==> src/rtl/mem_wb_writeback_pkg.sv <==
// ----------------------------------------------------------------------------
// mem_wb_writeback_pkg
//
// Shared definitions for the MEM/WB write-back slice:
//   - default register index width and the link register index
//   - the hard-wired zero register index
//   - encoding of the write-back data source (ALU / MEM / PC)
// ----------------------------------------------------------------------------
package mem_wb_writeback_pkg;

    localparam int DefRegAddrBits = 5;
    localparam int DefLinkReg     = 31;
    localparam int ZeroReg        = 0;

    typedef enum logic [1:0] {
        SrcAlu = 2'd0,
        SrcMem = 2'd1,
        SrcPc  = 2'd2
    } wbSrc_e;

endpackage : mem_wb_writeback_pkg

==> src/rtl/mem_wb_writeback_wb_source_mux.sv <==
// ----------------------------------------------------------------------------
// wb_source_mux
//
// Three-way write-back data select driven by the encoded source.
//
// Ports:
//   sel        in   wbSrc_e   selected source (ALU, MEM or PC)
//   aluResult  in   NBits     ALU result
//   memData    in   NBits     load data
//   pcPlus4    in   NBits     return address for link instructions
//   writeData  out  NBits     selected write-back data
// ----------------------------------------------------------------------------
import mem_wb_writeback_pkg::*;

module wb_source_mux #(
    parameter int NBits = 32
) (
    input  wbSrc_e           sel,
    input  logic [NBits-1:0] aluResult,
    input  logic [NBits-1:0] memData,
    input  logic [NBits-1:0] pcPlus4,
    output logic [NBits-1:0] writeData
);

    // NOTE: assigning a default before the case keeps every path driven,
    // so no latch is inferred for the unused encoding.
    always_comb begin
        writeData = aluResult;
        case (sel)
            SrcMem:  writeData = memData;
            SrcPc:   writeData = pcPlus4;
            default: writeData = aluResult;
        endcase
    end

endmodule : wb_source_mux

==> src/rtl/mem_wb_writeback.sv <==
// ----------------------------------------------------------------------------
// mem_wb_writeback
//
// MEM/WB pipeline register plus write-back selection. Latches the MEM-stage
// result, selects write data (ALU result, load data or PC+4 for link), forces
// the link destination, and drives the register-file write port with a
// same-cycle hit indication back to decode. Also counts retired instructions.
//
// Optional feature: define WB_BYPASS_EN to add id_ReadData1/2 inputs and
// id_FwdData1/2 outputs that forward the write-back value to decode when the
// indices match.
//
// Ports:
//   clk, reset            clock; synchronous active-high reset
//   stall, flush          hold / squash the MEM/WB register (flush wins)
//   mem_*                 MEM-stage instruction fields
//   id_ReadRegister1/2    decode source indices for the hit compare
//   wb_RegWrite           register-file write enable
//   wb_WriteRegister      register-file write index
//   wb_WriteData          register-file write data
//   wb_Hit1/2             write-back targets decode index 1/2 this cycle
//   wb_RetireCount        instructions retired since reset (wraps)
// ----------------------------------------------------------------------------
import mem_wb_writeback_pkg::*;

module mem_wb_writeback #(
    parameter int NBits       = 32,
    parameter int RegAddrBits = DefRegAddrBits,
    parameter int LinkReg     = DefLinkReg,
    parameter int CntBits     = 32
) (
    input  logic                   clk,
    input  logic                   reset,
    input  logic                   stall,
    input  logic                   flush,
    input  logic                   mem_valid,
    input  logic                   mem_RegWrite,
    input  logic                   mem_MemtoReg,
    input  logic                   mem_ALUMemOrPC,
    input  logic [RegAddrBits-1:0] mem_WriteRegister,
    input  logic [NBits-1:0]       mem_ALUResult,
    input  logic [NBits-1:0]       mem_ReadData,
    input  logic [NBits-1:0]       mem_PCPlus4,
    input  logic [RegAddrBits-1:0] id_ReadRegister1,
    input  logic [RegAddrBits-1:0] id_ReadRegister2,
`ifdef WB_BYPASS_EN
    input  logic [NBits-1:0]       id_ReadData1,
    input  logic [NBits-1:0]       id_ReadData2,
    output logic [NBits-1:0]       id_FwdData1,
    output logic [NBits-1:0]       id_FwdData2,
`endif
    output logic                   wb_RegWrite,
    output logic [RegAddrBits-1:0] wb_WriteRegister,
    output logic [NBits-1:0]       wb_WriteData,
    output logic                   wb_Hit1,
    output logic                   wb_Hit2,
    output logic [CntBits-1:0]     wb_RetireCount
);

    logic                   validQ;
    logic                   regWriteQ;
    logic                   memtoRegQ;
    logic                   aluMemOrPcQ;
    logic [RegAddrBits-1:0] writeRegisterQ;
    logic [NBits-1:0]       aluResultQ;
    logic [NBits-1:0]       readDataQ;
    logic [NBits-1:0]       pcPlus4Q;
    logic [CntBits-1:0]     retireCountQ;

    // The instruction currently in WB leaves on this edge unless it is held.
    logic retiring;
    assign retiring = validQ & (~stall | flush);

    // NOTE: sequential state uses non-blocking assignments so every register
    // samples the pre-edge values regardless of statement order.
    always_ff @(posedge clk) begin
        if (reset) begin
            validQ         <= 1'b0;
            regWriteQ      <= 1'b0;
            memtoRegQ      <= 1'b0;
            aluMemOrPcQ    <= 1'b0;
            writeRegisterQ <= '0;
            aluResultQ     <= '0;
            readDataQ      <= '0;
            pcPlus4Q       <= '0;
            retireCountQ   <= '0;
        end else begin
            if (retiring) begin
                retireCountQ <= retireCountQ + CntBits'(1);
            end

            if (flush) begin
                validQ         <= 1'b0;
                regWriteQ      <= 1'b0;
                memtoRegQ      <= 1'b0;
                aluMemOrPcQ    <= 1'b0;
                writeRegisterQ <= '0;
                aluResultQ     <= '0;
                readDataQ      <= '0;
                pcPlus4Q       <= '0;
            end else if (!stall) begin
                validQ         <= mem_valid;
                regWriteQ      <= mem_RegWrite;
                memtoRegQ      <= mem_MemtoReg;
                aluMemOrPcQ    <= mem_ALUMemOrPC;
                writeRegisterQ <= mem_WriteRegister;
                aluResultQ     <= mem_ALUResult;
                readDataQ      <= mem_ReadData;
                pcPlus4Q       <= mem_PCPlus4;
            end
        end
    end

    // Link takes precedence over load selection.
    wbSrc_e wbSrc;
    assign wbSrc = aluMemOrPcQ ? SrcPc : (memtoRegQ ? SrcMem : SrcAlu);

    wb_source_mux #(
        .NBits(NBits)
    ) u_wb_source_mux (
        .sel       (wbSrc),
        .aluResult (aluResultQ),
        .memData   (readDataQ),
        .pcPlus4   (pcPlus4Q),
        .writeData (wb_WriteData)
    );

    assign wb_WriteRegister = aluMemOrPcQ ? RegAddrBits'(LinkReg) : writeRegisterQ;

    // Link instructions write even without RegWrite; $0 is never written.
    assign wb_RegWrite = validQ & (regWriteQ | aluMemOrPcQ)
                       & (wb_WriteRegister != RegAddrBits'(ZeroReg));

    assign wb_Hit1 = wb_RegWrite & (wb_WriteRegister == id_ReadRegister1);
    assign wb_Hit2 = wb_RegWrite & (wb_WriteRegister == id_ReadRegister2);

    assign wb_RetireCount = retireCountQ;

`ifdef WB_BYPASS_EN
    assign id_FwdData1 = wb_Hit1 ? wb_WriteData : id_ReadData1;
    assign id_FwdData2 = wb_Hit2 ? wb_WriteData : id_ReadData2;
`endif

endmodule : mem_wb_writeback

==> config.mk <==
export PLATFORM = sky130hd
export DESIGN_NAME = mem_wb_writeback
export DESIGN_NICKNAME = d
export VERILOG_FILES = /design/src/rtl/mem_wb_writeback_pkg.sv /design/src/rtl/mem_wb_writeback_wb_source_mux.sv /design/src/rtl/mem_wb_writeback.sv
export SDC_FILE = /design/constraint.sdc
export NUM_CORES = 1
export LEC_CHECK = 0
export BUFFER_PORTS_ARGS = -buffer_cell sky130_fd_sc_hd__clkbuf_2
export CAP_MARGIN = 20
export CORE_MARGIN = 2
export CORE_UTILIZATION = 35
export CTS_CLUSTER_DIAMETER = 40
export DETAILED_ROUTE_END_ITERATION = 6
export MAX_ROUTING_LAYER = met4
export PLACE_DENSITY = 0.69
export REMOVE_ABC_BUFFERS = 1
export SYNTH_ARGS = -nofsm -noshare
export SYNTH_HDL_FRONTEND = slang
export SYNTH_SLANG_ARGS = --single-unit
==> constraint.sdc <==
create_clock -name clk -period 4 [get_ports clk]
set_clock_uncertainty 0.15 [all_clocks]
set_input_delay 0.8 -clock clk [delete_from_list [all_inputs] [get_ports clk]]
set_output_delay 0.8 -clock clk [all_outputs]
set_load 0.005 [all_outputs]
# --- Word-level counts from Yosys, hierarchy flattened ---
# Index checks and enable logic that the tools add are counted.
word_totals:
  ff_bits: 137
  in_bits: 119
  output_inout_bits: 72
classes:
  addsub: 1
  n_eq_ne: 4
  n_mux: 4
  bitwise: 8
  n_reduce_logical: 2
op_table:
  columns: ["operator", "count"]
  rows:
  - ["$pmux 32 s2", 1]
  - ["$add 32x1->32 const B", 1]
  - ["$eq 5x5->1", 2]
  - ["$and 1x1->1", 5]
  - ["$mux 5", 1]
  - ["$reduce_bool 5->1", 1]
  - ["$eq 2x1->1 const B", 1]
  - ["$eq 2x2->1 const B", 1]
  - ["$mux 2", 1]
  - ["$or 1x1->1", 2]
  - ["$reduce_or 2->1", 1]
  - ["$mux 1", 1]
  - ["$not 1->1", 1]

# --- Logic depth before layout (Yosys ltp) ---
depth:
  ltp_word: 4
  mapped_depth: 7
  ltp_nobuf: 5

# --- Hierarchy ---
# A second synthesis with hierarchy kept.
hier_totals:
  cells_unflattened: 675
  hier_area_um2: 6162.2
modules_own_cells:
  columns: ["mod", "n_inst", "cells_per_inst", "area_each_um2"]
  rows:
  - ["mem_wb_writeback", 1, 562, 5525.3]
  - ["wb_source_mux", 1, 113, 636.9]

# --- Worst setup path after synthesis ---
# OpenSTA, ideal clock, no wires.
synth_timing:
  kind: "input -> register"
  start: "input port stall"
  end: "register retireCountQ[22] (netlist: wb_RetireCount[22])"
  setup_time_ps: 121
  arrival_ps: 2092
  setup_slack_ps: 1638
  stages: 6
  path_buffers: 2
  path_cell_list: "clkbuf_1 > nand2b_1 > buf_2 > nand3_1 > nor4_1 > mux2_2"
synth_via:
  elab_chain_len: 3
synth_lines:
  columns: ["element", "line", "rtl"]
  rows:
  - ["from (decl)", "mem_wb_writeback.sv:34", "input logic stall,"]
  - ["$not 1->1", "mem_wb_writeback.sv:72", "assign retiring = validQ & (~stall | flush);"]
  - ["$or 1x1->1", "mem_wb_writeback.sv:72", null]
  - ["$and 1x1->1", "mem_wb_writeback.sv:72", null]
  - ["to (signal assigned)", "mem_wb_writeback.sv:89", "retireCountQ <= retireCountQ + CntBits'(1);"]
  - ["to (decl)", "mem_wb_writeback.sv:68", "logic [CntBits-1:0] retireCountQ;"]
# Every way passes these cells.
# A chain may end at the register's enable or synchronous reset.

# --- Worst setup path after layout ---
layout_timing:
  start: "register memtoRegQ"
  end: "output port wb_WriteData[20]"
layout_via:
  elab_chain_len: 4
  elab_cells_between_ends: 5
  cone_classes: "eq/ne (2); mux (3)"
layout_lines:
  columns: ["element", "line", "rtl"]
  rows:
  - ["from (decl)", "mem_wb_writeback.sv:62", "logic memtoRegQ;"]
  - ["from (signal assigned)", "mem_wb_writeback.sv:104", "memtoRegQ <= mem_MemtoReg;"]
  - ["$mux 1 *", "mem_wb_writeback.sv:116", "assign wbSrc = aluMemOrPcQ ? SrcPc : (memtoRegQ ? SrcMem : SrcAlu);"]
  - ["$mux 2 *", "mem_wb_writeback.sv:116", null]
  - ["$eq 2x2->1 / $eq 2x1->1 (equally long branches)", "mem_wb_writeback_wb_source_mux.sv:29", "case (sel)"]
  - ["$pmux 32 s2 *", "mem_wb_writeback_wb_source_mux.sv:29", null]
  - ["to (decl)", "mem_wb_writeback.sv:54", "output logic [NBits-1:0] wb_WriteData,"]
# Every way passes the cells marked *; elsewhere a longest branch is shown, timed or not.

==> metrics.md <==
| Metric | Value |
|---|---|
| TritonCTS buffer count | `17` |
| Setup violators final | `0` |
| DR iter-0 viols | `272` |
| Min cycle time layout | `3.02 ns` |
| Std-Cell Rows | `48` |
| 1st-pass router iterations | `4` |
| CTS Hold Bufs | `0` |
| Final hold vios | `0` |
| Combinational Power Share | `7.9%` |
| Power per Cell Area | `416 mW/mm²` |
| Critical Path Slowest Stage Cell | `dfxtp_2` |
| H-Tree Level Count | `4` |
| Post-synth EDFFs | `0` |
| Power share of the clock group | `48.4%` |
| Via density | `4.72` |
| Via count | `5074` |
| Clk slew on worst S/H paths | `0.06 ns` |
| Largest net degree at the start of global routing | `64` |
| Area Growth Syn to Fin | `27.7%` |
| Hold Crit Class | `reg -> reg` |
| Startpoint Class | `flop` |
| Layout cells sized above 1 | `29.1%` |
| Die X | `136 µm` |
| Peak supply drop | `294 µV` |
| Global-route wire length before repair | `23.2 mm` |
| Crit-path max cell delay | `0.83 ns` |
| RSZ-0062 raised after global routing | `no` |
| GRT overflow | `0` |
| Root buffer cell | `clkbuf_16` |
| Final wirelength | `14.7 mm` |
| Initial Util | `35.6%` |
| Die height | `136 µm` |
| Register area share after synthesis | `44.8%` |
| WHS | `0.342 ns` |
| Fmax | `331 MHz` |
| Net Switching | `738 µW` |
| Setup WS pre-CTS | `1.03 ns` |
| Worst slew pin tran | `0.841 ns` |
| Sum of negative setup slack | `0 ns` |
| CP Data Required Time | `3.05 ns` |
| Max_cap viols | `0` |
| Switch share | `22.7%` |
| Syn_area_per_cell | `9.12 µm²` |
| Vias in the first global route | `4684` |
| Final worst slack | `0.980 ns` |
| DR WL/cell | `13.7 µm` |
| Flops & latches, synth | `137` |
| Post_cts resized | `0` |
| Initial antenna violation count | `0` |
| Seq pwr share | `43.7%` |
| Worst-path fanout max | `23` |
| Cell area after placement | `0.00722 mm²` |
| Clock sink total | `137` |
| Core area | `0.0172 mm²` |
| Gr usage total | `16.4%` |
| Max-Slew Margin vs Limit | `43.9%` |
| CTS Buffer Depth | `2` |
| FILL cells | `1702` |
| Synth unique cells | `37` |
| Post-route ant nets | `0` |
| Async SR Flop Fraction | `0%` |
| Post-route DRC | `0` |
| Register area | `0.00275 mm²` |
| DPL Wire Length | `10.2 mm` |
| Post-synthesis cell count | `671` |
| Pwr Total | `3.26 mW` |
| Critical Path Sink Type | `output pin` |
| Outcome | `finished, final reports clean` |
| I/O Buffers | `190` |
| Postcts setup bufs | `0` |
| Final Cell Area | `0.00782 mm²` |
| Worst-path cell chain | `buf_4, mux2i_1, o21ai_0, clkbuf_2` |
| Period utilisation layout | `75.5%` |
| Leak Pwr | `3.52 nW` |
| Ant. Diodes | `0` |
| Ys flop type | `dfxtp_1` |
| Power Internal | `2.52 mW` |
| Post-Syn Area | `0.00612 mm²` |
| Synth area leaders | `dfxtp_1, mux2i_1, nor2_1` |
| Post-synth top area share | `44.8%` |
| Layout Nets | `958` |
| Die area | `0.0186 mm²` |
| Synth area leader | `dfxtp_1` |
| Boundary Pins | `191` |
| TritonCTS clock tree | `done` |
| Clk_lat worst skew | `0.41 ns` |
| Multi-input gate area | `0.00313 mm²` |
| Critical path type | `reg -> out` |
| GPL Wtd Cong | `0.769` |
| Worst Path Arrival | `2.07 ns` |
| Yosys warnings | `0` |
| Final Slew Violations | `0` |
per-layer routing:
layer / global-route usage, % / part of all wire, %
met3: 4.03 / 4.9
met5: - / 0
met4: 6.94 / 2.5
met2: 27.0 / 48
met1: 19.1 / 44
state kept, by name (all words and copies together), names as in the netlist:
name,flops
wb_RetireCount,32
aluResultQ,32
validQ,1
regWriteQ,1
memtoRegQ,1
aluMemOrPcQ,1
readDataQ,32
pcPlus4Q,32
writeRegisterQ,5
power by group through the flow:
| stage | Sequential, mW | Clock [mW] | Combinational, mW |
|---|---|---|---|
| after detailed placement | 1.45 | 0 | 0.261 |
| after floorplan | 1.45 | 0 | 0.122 |
| after global placement | 1.45 | 0 | 0.258 |
| after CTS | 1.42 | 1.62 | 0.262 |
| final | 1.42 | 1.57 | 0.258 |
| after global routing | 1.43 | 1.68 | 0.288 |
through the flow:
stage | util (%) | instances
6_report | 45.5 | 1076
3_3_place_gp | 42.0 | 1044
3_5_place_dp | 42.0 | 1044
4_1_cts | 45.5 | 1076
2_1_floorplan | - | 623
5_1_grt | 45.5 | 1076
kinds of logic after synthesis:
logic type                 Yosys count  share of synthesized area (%)
DFF                                137                           44.8
buffers and inverters               61                           4.15
AOI/OAI and AO/OA                   51                           4.37
and+or+nand+nor                    251                           18.7
adders and majority gates            1                          0.204
xor gates and xnor gates            18                           2.58
muxes                              152                           25.2
Yosys cell counts, types with 5 or more instances:
| library cell | count |
|---|---|
| a21oi_1 | 9 |
| buf_1 | 7 |
| buf_2 | 5 |
| clkbuf_1 | 34 |
| dfxtp_1 | 137 |
| inv_1 | 13 |
| mux2_2 | 14 |
| mux2i_1 | 137 |
| nand2_1 | 42 |
| nand3_1 | 15 |
| nand4_1 | 5 |
| nor2_1 | 134 |
| nor2b_1 | 14 |
| nor4_1 | 14 |
| o21ai_0 | 37 |
| xnor2_1 | 5 |
| xor2_1 | 13 |
worst max-delay path: cells and delay by family (launching register included):
family,cells,cell delay [ns]
buffers and inverters,2,0.51
AO/OA/AOI/OAI,1,0.09
flip-flops,1,0.83
multiplexers,1,0.22
cells in the final DEF, fill, tap and decap left out, types with 3 or more instances in the layout:
cell        instances
and3_1              3
inv_1              13
or4_1               4
xor2_1             13
or3_1               3
and4_1              4
nor2_1            134
o21ai_0            37
mux2_2             14
clkbuf_2          189
nor2b_1            14
o31ai_1             4
nand4_1             5
xnor2_1             5
nor3_1              3
nor4_1             14
clkbuf_16          17
dfxtp_1           135
buf_4               5
a21oi_1             9
nand3_1            15
clkbuf_8            4
mux2i_1           137
nand2_1            42
clkinvlp_4          3
area by class of cell:
cell class | instances | area share, %
repair buffers | 196 | 13.0
flip-flops and latches | 137 | 35.1
clock buffers | 23 | 6.24
well taps | 225 | 3.60
multi-input cells | 473 | 40.0
clock inverters | 9 | 1.46
inverters | 13 | 0.624
path summary, 6_finish.rpt:
kind | endpoint | cells after the start | slack (ns) | start
max | wb_WriteData[20] | 4 | 0.98 | memtoRegQ
min | aluResultQ[8] | 2 | 0.34 | aluResultQ[8]
max reg2reg | wb_RetireCount[27] | 4 | 1.74 | wb_RetireCount[9]
min reg2reg | aluResultQ[8] | 2 | 0.34 | aluResultQ[8]
(Power assumes the default switching activity.)
